==> config.mk <==
export PLATFORM = sky130hd
export DESIGN_NAME = rx_symbol_lock_ctrl
export DESIGN_NICKNAME = d
export VERILOG_FILES = /design/src/rtl/rx_symbol_lock_ctrl.sv
export SDC_FILE = /design/constraint.sdc
export NUM_CORES = 1
export LEC_CHECK = 0
export BUFFER_PORTS_ARGS = -buffer_cell sky130_fd_sc_hd__clkbuf_2
export CORE_MARGIN = 1
export CORE_UTILIZATION = 40
export DETAILED_ROUTE_END_ITERATION = 7
export GPL_TIMING_DRIVEN = 0
export HOLD_SLACK_MARGIN = 0.08
export MAX_ROUTING_LAYER = met4
export PLACE_DENSITY = 0.66
export REMOVE_ABC_BUFFERS = 1
export SLEW_MARGIN = 0
export SYNTH_ARGS = -nofsm -noshare
export SYNTH_HDL_FRONTEND = slang
export SYNTH_SLANG_ARGS = --single-unit
==> constraint.sdc <==
create_clock -name clk -period 5.4 [get_ports clk]
set_input_delay 0.27 -clock clk [delete_from_list [all_inputs] [get_ports clk]]
set_output_delay 0.27 -clock clk [all_outputs]
set_load 0.1 [all_outputs]
==> src/rtl/rx_symbol_lock_ctrl.sv <==
// rx_symbol_lock_ctrl
//   Symbol alignment controller for a 10-bit line code. data_in is a sliding
//   10-bit window that advances one bit per clk. A comma in the window anchors
//   a word boundary. Commas that keep recurring exactly 10 clks apart build
//   confidence until lock is declared. Once locked, one aligned symbol is
//   delivered per word boundary.
//
// Ports
//   clk         recovered bit clock, rising edge
//   rst_n       asynchronous active-low reset
//   enable      alignment enable; low forces SEARCH
//   data_in     sliding 10-bit window
//   rx_data     aligned symbol, updated with word_strobe
//   word_strobe one-clk pulse per delivered symbol
//   rx_valid    high while locked, qualifies rx_data
//   comma_pulse one-clk pulse when the delivered symbol is a comma
//   locked      symbol lock status
//   state       FSM state: 0 SEARCH, 1 CHECK, 2 LOCKED
module rx_symbol_lock_ctrl #(
  parameter logic [9:0]  COMMA_P       = 10'h0FA,
  parameter logic [9:0]  COMMA_N       = 10'h305,
  parameter int unsigned LOCK_CNT      = 4,
  parameter int unsigned ERR_LIMIT     = 3,
  parameter int unsigned TIMEOUT_WORDS = 64
) (
  input  logic       clk,
  input  logic       rst_n,
  input  logic       enable,
  input  logic [9:0] data_in,
  output logic [9:0] rx_data,
  output logic       word_strobe,
  output logic       rx_valid,
  output logic       comma_pulse,
  output logic       locked,
  output logic [1:0] state
);

  typedef enum logic [1:0] {
    SEARCH = 2'd0,
    CHECK  = 2'd1,
    LOCKED = 2'd2
  } st_t;

  localparam logic [3:0] LOCK_CNT_L  = 4'(LOCK_CNT);
  localparam logic [3:0] ERR_LIMIT_L = 4'(ERR_LIMIT);
  localparam logic [7:0] TIMEOUT_L   = 8'(TIMEOUT_WORDS);

  st_t        st_p0, st_nxt;
  logic [3:0] phase_p0, phase_nxt;
  logic [3:0] good_p0, good_nxt;
  logic [3:0] err_p0, err_nxt;
  logic [7:0] word_p0, word_nxt;
  logic [9:0] rx_data_p0, rx_data_nxt;
  logic       strobe_p0, strobe_nxt;
  logic       cp_p0, cp_nxt;
  logic       locked_p0;

  logic       is_comma;
  logic       boundary;
  logic [3:0] phase_inc;
  logic [3:0] good_inc;
  logic [3:0] err_inc;
  logic [7:0] word_inc;

  assign is_comma  = (data_in == COMMA_P) || (data_in == COMMA_N);
  // phase 9 marks the edge exactly 10 clks after the anchoring edge
  assign boundary  = (phase_p0 == 4'd9);
  assign phase_inc = boundary ? 4'd0 : phase_p0 + 4'd1;
  assign good_inc  = good_p0 + 4'd1;
  assign err_inc   = err_p0 + 4'd1;
  assign word_inc  = word_p0 + 8'd1;

  always_comb begin
    st_nxt      = st_p0;
    phase_nxt   = phase_p0;
    good_nxt    = good_p0;
    err_nxt     = err_p0;
    word_nxt    = word_p0;
    rx_data_nxt = rx_data_p0;
    strobe_nxt  = 1'b0;
    cp_nxt      = 1'b0;

    if (!enable) begin
      st_nxt    = SEARCH;
      phase_nxt = 4'd0;
      good_nxt  = 4'd0;
      err_nxt   = 4'd0;
      word_nxt  = 8'd0;
    end else begin
      unique case (st_p0)
        SEARCH: begin
          phase_nxt = 4'd0;
          if (is_comma) begin
            st_nxt   = CHECK;
            good_nxt = 4'd1;
            word_nxt = 8'd0;
          end
        end

        CHECK: begin
          phase_nxt = phase_inc;
          if (boundary) begin
            if (is_comma) begin
              good_nxt = good_inc;
              word_nxt = 8'd0;
              if (good_inc == LOCK_CNT_L) begin
                // the locking comma is the first delivered symbol
                st_nxt      = LOCKED;
                err_nxt     = 4'd0;
                rx_data_nxt = data_in;
                strobe_nxt  = 1'b1;
                cp_nxt      = 1'b1;
              end
            end else begin
              word_nxt = word_inc;
              if (word_inc == TIMEOUT_L) begin
                st_nxt    = SEARCH;
                phase_nxt = 4'd0;
                good_nxt  = 4'd0;
                err_nxt   = 4'd0;
                word_nxt  = 8'd0;
              end
            end
          end else if (is_comma) begin
            // misaligned comma: trust the newest one and restart the count
            phase_nxt = 4'd0;
            good_nxt  = 4'd1;
            word_nxt  = 8'd0;
          end
        end

        LOCKED: begin
          phase_nxt = phase_inc;
          if (boundary) begin
            rx_data_nxt = data_in;
            strobe_nxt  = 1'b1;
            cp_nxt      = is_comma;
            if (is_comma) err_nxt = 4'd0;
          end else if (is_comma) begin
            // lock is never re-anchored; too many stray commas drop it
            err_nxt = err_inc;
            if (err_inc == ERR_LIMIT_L) begin
              st_nxt    = SEARCH;
              phase_nxt = 4'd0;
              good_nxt  = 4'd0;
              err_nxt   = 4'd0;
              word_nxt  = 8'd0;
            end
          end
        end

        default: begin
          st_nxt    = SEARCH;
          phase_nxt = 4'd0;
          good_nxt  = 4'd0;
          err_nxt   = 4'd0;
          word_nxt  = 8'd0;
        end
      endcase
    end
  end

  // ---- register stage p0 ----
  always_ff @(posedge clk or negedge rst_n) begin
    if (!rst_n) begin
      st_p0      <= SEARCH;
      phase_p0   <= 4'd0;
      good_p0    <= 4'd0;
      err_p0     <= 4'd0;
      word_p0    <= 8'd0;
      rx_data_p0 <= 10'h000;
      strobe_p0  <= 1'b0;
      cp_p0      <= 1'b0;
      locked_p0  <= 1'b0;
    end else begin
      st_p0      <= st_nxt;
      phase_p0   <= phase_nxt;
      good_p0    <= good_nxt;
      err_p0     <= err_nxt;
      word_p0    <= word_nxt;
      rx_data_p0 <= rx_data_nxt;
      strobe_p0  <= strobe_nxt;
      cp_p0      <= cp_nxt;
      locked_p0  <= (st_nxt == LOCKED);
    end
  end

  assign state       = st_p0;
  assign rx_data     = rx_data_p0;
  assign word_strobe = strobe_p0;
  assign comma_pulse = cp_p0;
  assign locked      = locked_p0;
  assign rx_valid    = locked_p0;

endmodule

==> results of run 1 <==
registers in the layout, summed over array words and instances (netlist names):
signal	cells
comma_pulse	1
err_p0	4
good_p0	4
locked	1
phase_p0	4
rx_data	10
state	2
word_p0	8
word_strobe	1
through the flow:
stage	power (µW)	instance area, µm²	hold slack (ns)
after floorplan	271	2130	-0.0256
after global placement	285	2360	0.430
after detailed placement	286	2360	0.439
after CTS	474	2440	0.118
after global routing	485	2440	0.160
final	466	2440	0.0881
cells in the mapped netlist (2+ instances only):
cell type / number
and3_1: 3
xnor2_1: 2
nand4_1: 3
buf_6: 2
nand3_1: 14
o21ai_0: 9
a2111oi_0: 2
o211ai_1: 2
mux2i_1: 2
o22a_1: 5
nor4_1: 2
a21oi_1: 15
or2_2: 4
clkbuf_1: 4
a21o_1: 5
a31oi_1: 2
dfrtp_1: 35
mux2_4: 10
nand3b_1: 4
nor3_1: 2
nand2_1: 18
ha_1: 10
inv_1: 10
nor2_1: 16
or4_1: 2
worst min path at each step:
stage,start,endpoint,slack [ns],depth (start not counted)
2_1_floorplan,rst_n,comma_pulse$_DFF_PN0_,-0.03,0
3_3_place_gp,rst_n,rx_data[6]$_DFFE_PN0P_,0.43,1
3_5_place_dp,rst_n,rx_data[2]$_DFFE_PN0P_,0.44,1
4_1_cts,rst_n,err_p0[3]$_DFFE_PN0P_,0.12,1
5_1_grt,rst_n,err_p0[3]$_DFFE_PN0P_,0.16,1
6_report,rst_n,err_p0[3]$_DFFE_PN0P_,0.09,1
where the power goes:
| group | switching [µW] | internal (µW) | total (µW) |
|---|---|---|---|
| Clock | 95.8 | 90.1 | 186 |
| Sequential | 0.0471 | 262 | 262 |
| Combinational | 12.9 | 5.14 | 18.1 |
| Total | 109 | 357 | 466 |
final cells by class:
type / instances / area (µm²)
clock buffer: 6 / 72.6
clock inverter: 2 / 12.5
fill: 494 / 2730
inverter: 10 / 37.5
multi-input combinational: 165 / 1220
sequential: 35 / 876
tap: 70 / 87.6
timing repair buffer: 28 / 140
worst max-delay path, cell delays in order, from the launching register on:
cell and delay, ns:
dfrtp_1 0.44, inv_1 0.12, ha_1 0.37, inv_1 0.23
o21ai_0 0.55, nor2_1 0.08, o32ai_1 0.48, a22o_1 0.23
logic make-up (layout without fill, tap and decap cells):
logic type / Yosys count / count (layout) / synth area share
buffers and inverters: 18 / 46 / 0.0402
and+or+nand+nor: 82 / 82 / 0.216
xor gates and xnor gates: 3 / 3 / 0.0121
DFF: 35 / 35 / 0.402
adders and majority gates: 10 / 10 / 0.0574
AOI/OAI and AO/OA: 58 / 58 / 0.195
muxes: 12 / 12 / 0.0781
metal layers:
layer | up-vias | global-route usage | wire length, µm | share of wire
li1 | 867 | - | - | -
met1 | 867 | 0.270 | 2290 | 0.48
met2 | 48 | 0.275 | 2150 | 0.45
met3 | 8 | 0.0384 | 212 | 0.045
met4 | 0 | 0.0720 | 81 | 0.017
met5 | - | - | 0 | 0
==> flow_summary.json, run 1 <==
{
  "dp_slack_ns": 2.90,
  "portion_of_the_post_synthesis_area_used_by_sequential_elements": 0.402,
  "gp_congestion": 0.842,
  "max-cap-violations": 0,
  "design.core.area_um2": 5170,
  "grt_overflow": 0,
  "drt-wirelength-per-cell_um": 15.0,
  "nNetsFinal": 268,
  "drt.antenna.violating_nets": 0,
  "clkSlewWorstSetupHoldPaths_ns": 0.08,
  "worstPathArrival_ns": 2.78,
  "holdCritPathClass": "in -> async",
  "netlist-cell-type-count": 60,
  "place.port_buffers": 28,
  "final_common_cell": "dfrtp_1",
  "setup_tns_ns": 0,
  "setup.worst_path.start_class": "flop",
  "period_needed_ns": 2.55,
  "groute.usage.overall": 0.193,
  "cts_num_sinks": 35,
  "cts_buffers": 5,
  "grt_pass1_vias": 1658,
  "routed_wirelength_um": 4740,
  "grt_max_degree": 36,
  "synth.cell_area_um2": 2180,
  "final-max-slew-violation-count": 0,
  "n_antenna_cell": 0,
  "post-cts-setup-buffers": 0,
  "startpoint": "state[1]$_DFF_PN0_",
  "power.leakage_uw": 0.00120,
  "most-common-layout-cells": "dfrtp_1 (35), clkbuf_2 (28), nand2_1 (18), nor2_1 (16), a21oi_1 (15)",
  "area_growth_syn_to_layout_pct": 12.1,
  "r2r-start": "state[1]$_DFF_PN0_",
  "timing.clock.skew_ns": 0.0109,
  "max-vdd-ir-drop_v": 0.000142,
  "h-tree-depth": 2,
  "top_area_cell_type_share_of_the_netlist_area": 0.402,
  "cp-endpoint": "good_p0[2]$_DFFE_PN0P_",
  "holdBufCountCts": 0,
  "worst-path-max-fanout": 10,
  "finalHoldViolCount": 0,
  "number_of_storage_elements_in_the_synthesis_netlist": 35,
  "hpwl_um": 3430,
  "worst-r2r-cell-count": 7,
  "synth_cells": 218,
  "worstSetupPathType": "reg -> reg",
  "floorplan.initialDensity": 0.421,
  "post_drt_via_cell_ratio": 5.66,
  "result_of_the_run": "complete, no violations",
  "synth_ff_type": "dfrtp_1",
  "cp.required_ns": 5.62,
  "clock_path_buffers": 2,
  "root_driver": "clkbuf_8",
  "global_route_wire_length_before_repair_um": 7980,
  "finalCoreUtilization": 0.472,
  "cp-end-kind": "flop",
  "row_count": 26,
  "synthArstFlopShare": 1.00,
  "powerDensity_nw_per_um2": 191,
  "detailroute.via_count": 1790,
  "synth-edff-count": 0,
  "initial_antenna_violation_count": 0,
  "maxClockFrequency_ghz": 0.391,
  "reg2reg_to": "good_p0[2]$_DFFE_PN0P_",
  "die_area_um2": 5750,
  "synthesis.area_per_instance_um2": 10.0,
  "finalSetupViolations": 0,
  "detail_route.first_pass.iterations": 4,
  "route.detailed.drc": 0,
  "reg2reg_slack_ns": 2.85,
  "synth_largest_area_cell": "dfrtp_1",
  "detail_route.iter0.violations": 127,
  "setup_ws_ns": 2.85,
  "clkLatencyLatePin_ns": 0.29,
  "floorplan.die.height_um": 75.8,
  "tightestPinTransition_ns": 0.883,
  "drive_above_1_share": 0.236,
  "synth_warnings": 0,
  "cts-resized-gates": 0,
  "width_of_the_die_um": 75.8,
  "grt_setup_unrepaired": "no",
  "slew_headroom": 0.411,
  "place_inst": 308,
  "synth_area_leaders": "dfrtp_1 (40%), mux2_4 (6.9%), ha_1 (5.7%)",
  "pin_count": 29,
  "tritoncts_clock_tree": "yes",
  "post-route-period-util": 0.473,
  "layout.cells.non_filler": 316
}
(Power assumes the default switching activity.)
==> inputs of run 2 (changes only) <==
--- a/config.mk
+++ b/config.mk
@@ -12,7 +12,7 @@
 export GPL_TIMING_DRIVEN = 0
 export HOLD_SLACK_MARGIN = 0.08
 export MAX_ROUTING_LAYER = met4
-export PLACE_DENSITY = 0.66
+export PLACE_DENSITY = 0.68
 export REMOVE_ABC_BUFFERS = 1
 export SLEW_MARGIN = 0
 export SYNTH_ARGS = -nofsm -noshare
==> constraint.sdc (replaced) <==
create_clock -name clk -period 2.3 [get_ports clk]
set_input_delay 0.115 -clock clk [delete_from_list [all_inputs] [get_ports clk]]
set_output_delay 0.115 -clock clk [all_outputs]
set_load 0.1 [all_outputs]
==> flow_summary.json, run 2 (synthesis results as in run 1) <==
{
  "result_of_the_run": "complete, no violations",
  "slowest_stage": "dfrtp_1",
  "post-route-period-util": 0.946,
  "most-common-layout-cells": "dfrtp_1 (35), clkbuf_2 (28), nand2_1 (18), nor2_1 (16)",
  "place_inst": 308,
  "slew_headroom": 0.432,
  "max-cap-violations": 0,
  "cts_num_sinks": 35,
  "cp-end-kind": "flop",
  "finalSetupViolations": 0,
  "timing.clock.skew_ns": 0.0102,
  "setup_ws_ns": 0.125,
  "root_driver": "clkbuf_8",
  "final_common_cell": "dfrtp_1",
  "global_route.peak_usage_layer": "met2",
  "finalHoldViolCount": 0,
  "clock_path_buffers": 2,
  "cpPeakStageDelay_ns": 0.45,
  "setup_tns_ns": 0,
  "max-vdd-ir-drop_v": 0.000264,
  "cp.buffers_inverters": 0,
  "design.core.area_um2": 5170,
  "row_count": 26,
  "cts_buffers": 5,
  "nNetsFinal": 269,
  "worst-path-max-fanout": 6,
  "width_of_the_die_um": 75.8,
  "cp.required_ns": 2.47,
  "met2_usage_grt": 0.266,
  "die_area_um2": 5750,
  "grt_pass1_vias": 1597,
  "cp_top_family": "compound AO/OA/AOI/OAI gates",
  "setup.worst_path.start_class": "flop",
  "powerDensity_nw_per_um2": 517,
  "grt_util_met1": 0.249,
  "drive_above_1_share": 0.263,
  "tritoncts_clock_tree": "yes",
  "grt_max_degree": 36,
  "dp_slack_ns": -0.203,
  "detail_route.iter0.violations": 81,
  "groute.usage.overall": 0.181,
  "clkLatencyLatePin_ns": 0.29,
  "floorplan.initialDensity": 0.421,
  "use_met3": 0.0331,
  "finalCoreUtilization": 0.490,
  "holdCritPathClass": "in -> reg",
  "timing.critical_path.cells": "ha_1 > nor4b_1 > a31oi_2 > a211oi_2 > o32ai_2 > a22o_1",
  "worstSetupPathType": "reg -> reg",
  "detail_route.first_pass.iterations": 4,
  "drt-wirelength-per-cell_um": 14.6,
  "pin_count": 29,
  "gp_congestion": 0.875,
  "post-cts-setup-buffers": 0,
  "h-tree-depth": 2,
  "global_route_wire_length_before_repair_um": 7600,
  "hpwl_um": 3350,
  "clkSlewWorstSetupHoldPaths_ns": 0.07,
  "worstPathArrival_ns": 2.35,
  "flip_flop_count_of_the_largest_register_after_layout": 10,
  "place.port_buffers": 28,
  "tightestPinTransition_ns": 0.851,
  "n_antenna_cell": 0,
  "layout.cells.non_filler": 317,
  "area_growth_syn_to_layout_pct": 16.2,
  "floorplan.die.height_um": 75.8,
  "post_drt_via_cell_ratio": 5.55,
  "grt_setup_unrepaired": "no",
  "final-max-slew-violation-count": 0,
  "report.power.total_uw": 1310,
  "power.leakage_uw": 0.00123,
  "initial_antenna_violation_count": 0,
  "route.detailed.drc": 0,
  "routed_wirelength_um": 4620,
  "maxClockFrequency_ghz": 0.460,
  "drt.antenna.violating_nets": 0,
  "grt_overflow": 0,
  "detailroute.via_count": 1760,
  "period_needed_ns": 2.17
}
-- run 2: path summary, 6_finish.rpt --
check | endpoint | cells past startpoint | from | slack, ns
worst max-delay path | good_p0[2]$_DFFE_PN0P_ | 6 | err_p0[0]$_DFFE_PN0P_ | 0.13
worst min-delay path | rx_data[4]$_DFFE_PN0P_ | 2 | data_in[4] | 0.08
worst max register to register | good_p0[2]$_DFFE_PN0P_ | 6 | err_p0[0]$_DFFE_PN0P_ | 0.13
worst min register to register | phase_p0[0]$_DFF_PN0_ | 1 | phase_p0[0]$_DFF_PN0_ | 0.49
max in group asynchronous | phase_p0[3]$_DFF_PN0_ | 2 | rst_n | 1.30
min in group asynchronous | rx_data[9]$_DFFE_PN0P_ | 2 | rst_n | 0.47
-- run 2: per-layer routing --
| metal | up-vias | wire length [µm] |
|---|---|---|
| li1 | 865 | - |
| met1 | 859 | 2330 |
| met2 | 31 | 2080 |
| met3 | 5 | 157 |
| met4 | 0 | 47 |
| met5 | - | 0 |
-- run 2: per-stage QoR --
step / hold WS [ns] / instance area, µm²
global placement: 0.270 / 2360
CTS: 0.0831 / 2510
floorplan: -0.181 / 2130
detailed placement: 0.276 / 2360
global route: 0.0864 / 2530
finish: 0.0841 / 2530
-- run 2: final cells by class --
class	instances	area (µm²)
fill	482	2640
sequential	35	876
clock inverter	2	60.1
tap	70	87.6
multi-input combinational	165	1250
inverter	10	37.5
clock buffer	6	72.6
timing repair buffer	29	150
-- run 2: power breakdown --
group	internal [µW]	switching, µW	total (µW)
clock	433	216	650
combinational	13.9	30.0	43.9
sequential	615	0.112	615
-- run 2: worst register-to-register path: cells and delay by family (launching register included) --
| kind | cells | cell delay, ns |
|---|---|---|
| DFF | 1 | 0.45 |
| adders and majority gates | 1 | 0.26 |
| AOI/OAI and AO/OA | 4 | 0.95 |
| and+or+nand+nor | 1 | 0.41 |
-- run 2: timing repair --
| item | in CTS | in global routing |
|---|---|---|
| setup endpoints to repair | 19 | 24 |
| pin swaps | 0 | 0 |
| endpoints found under the hold margin | 35 | 0 |
| gates resized for setup | 4 | 5 |
| hold buffers | 1 | 0 |
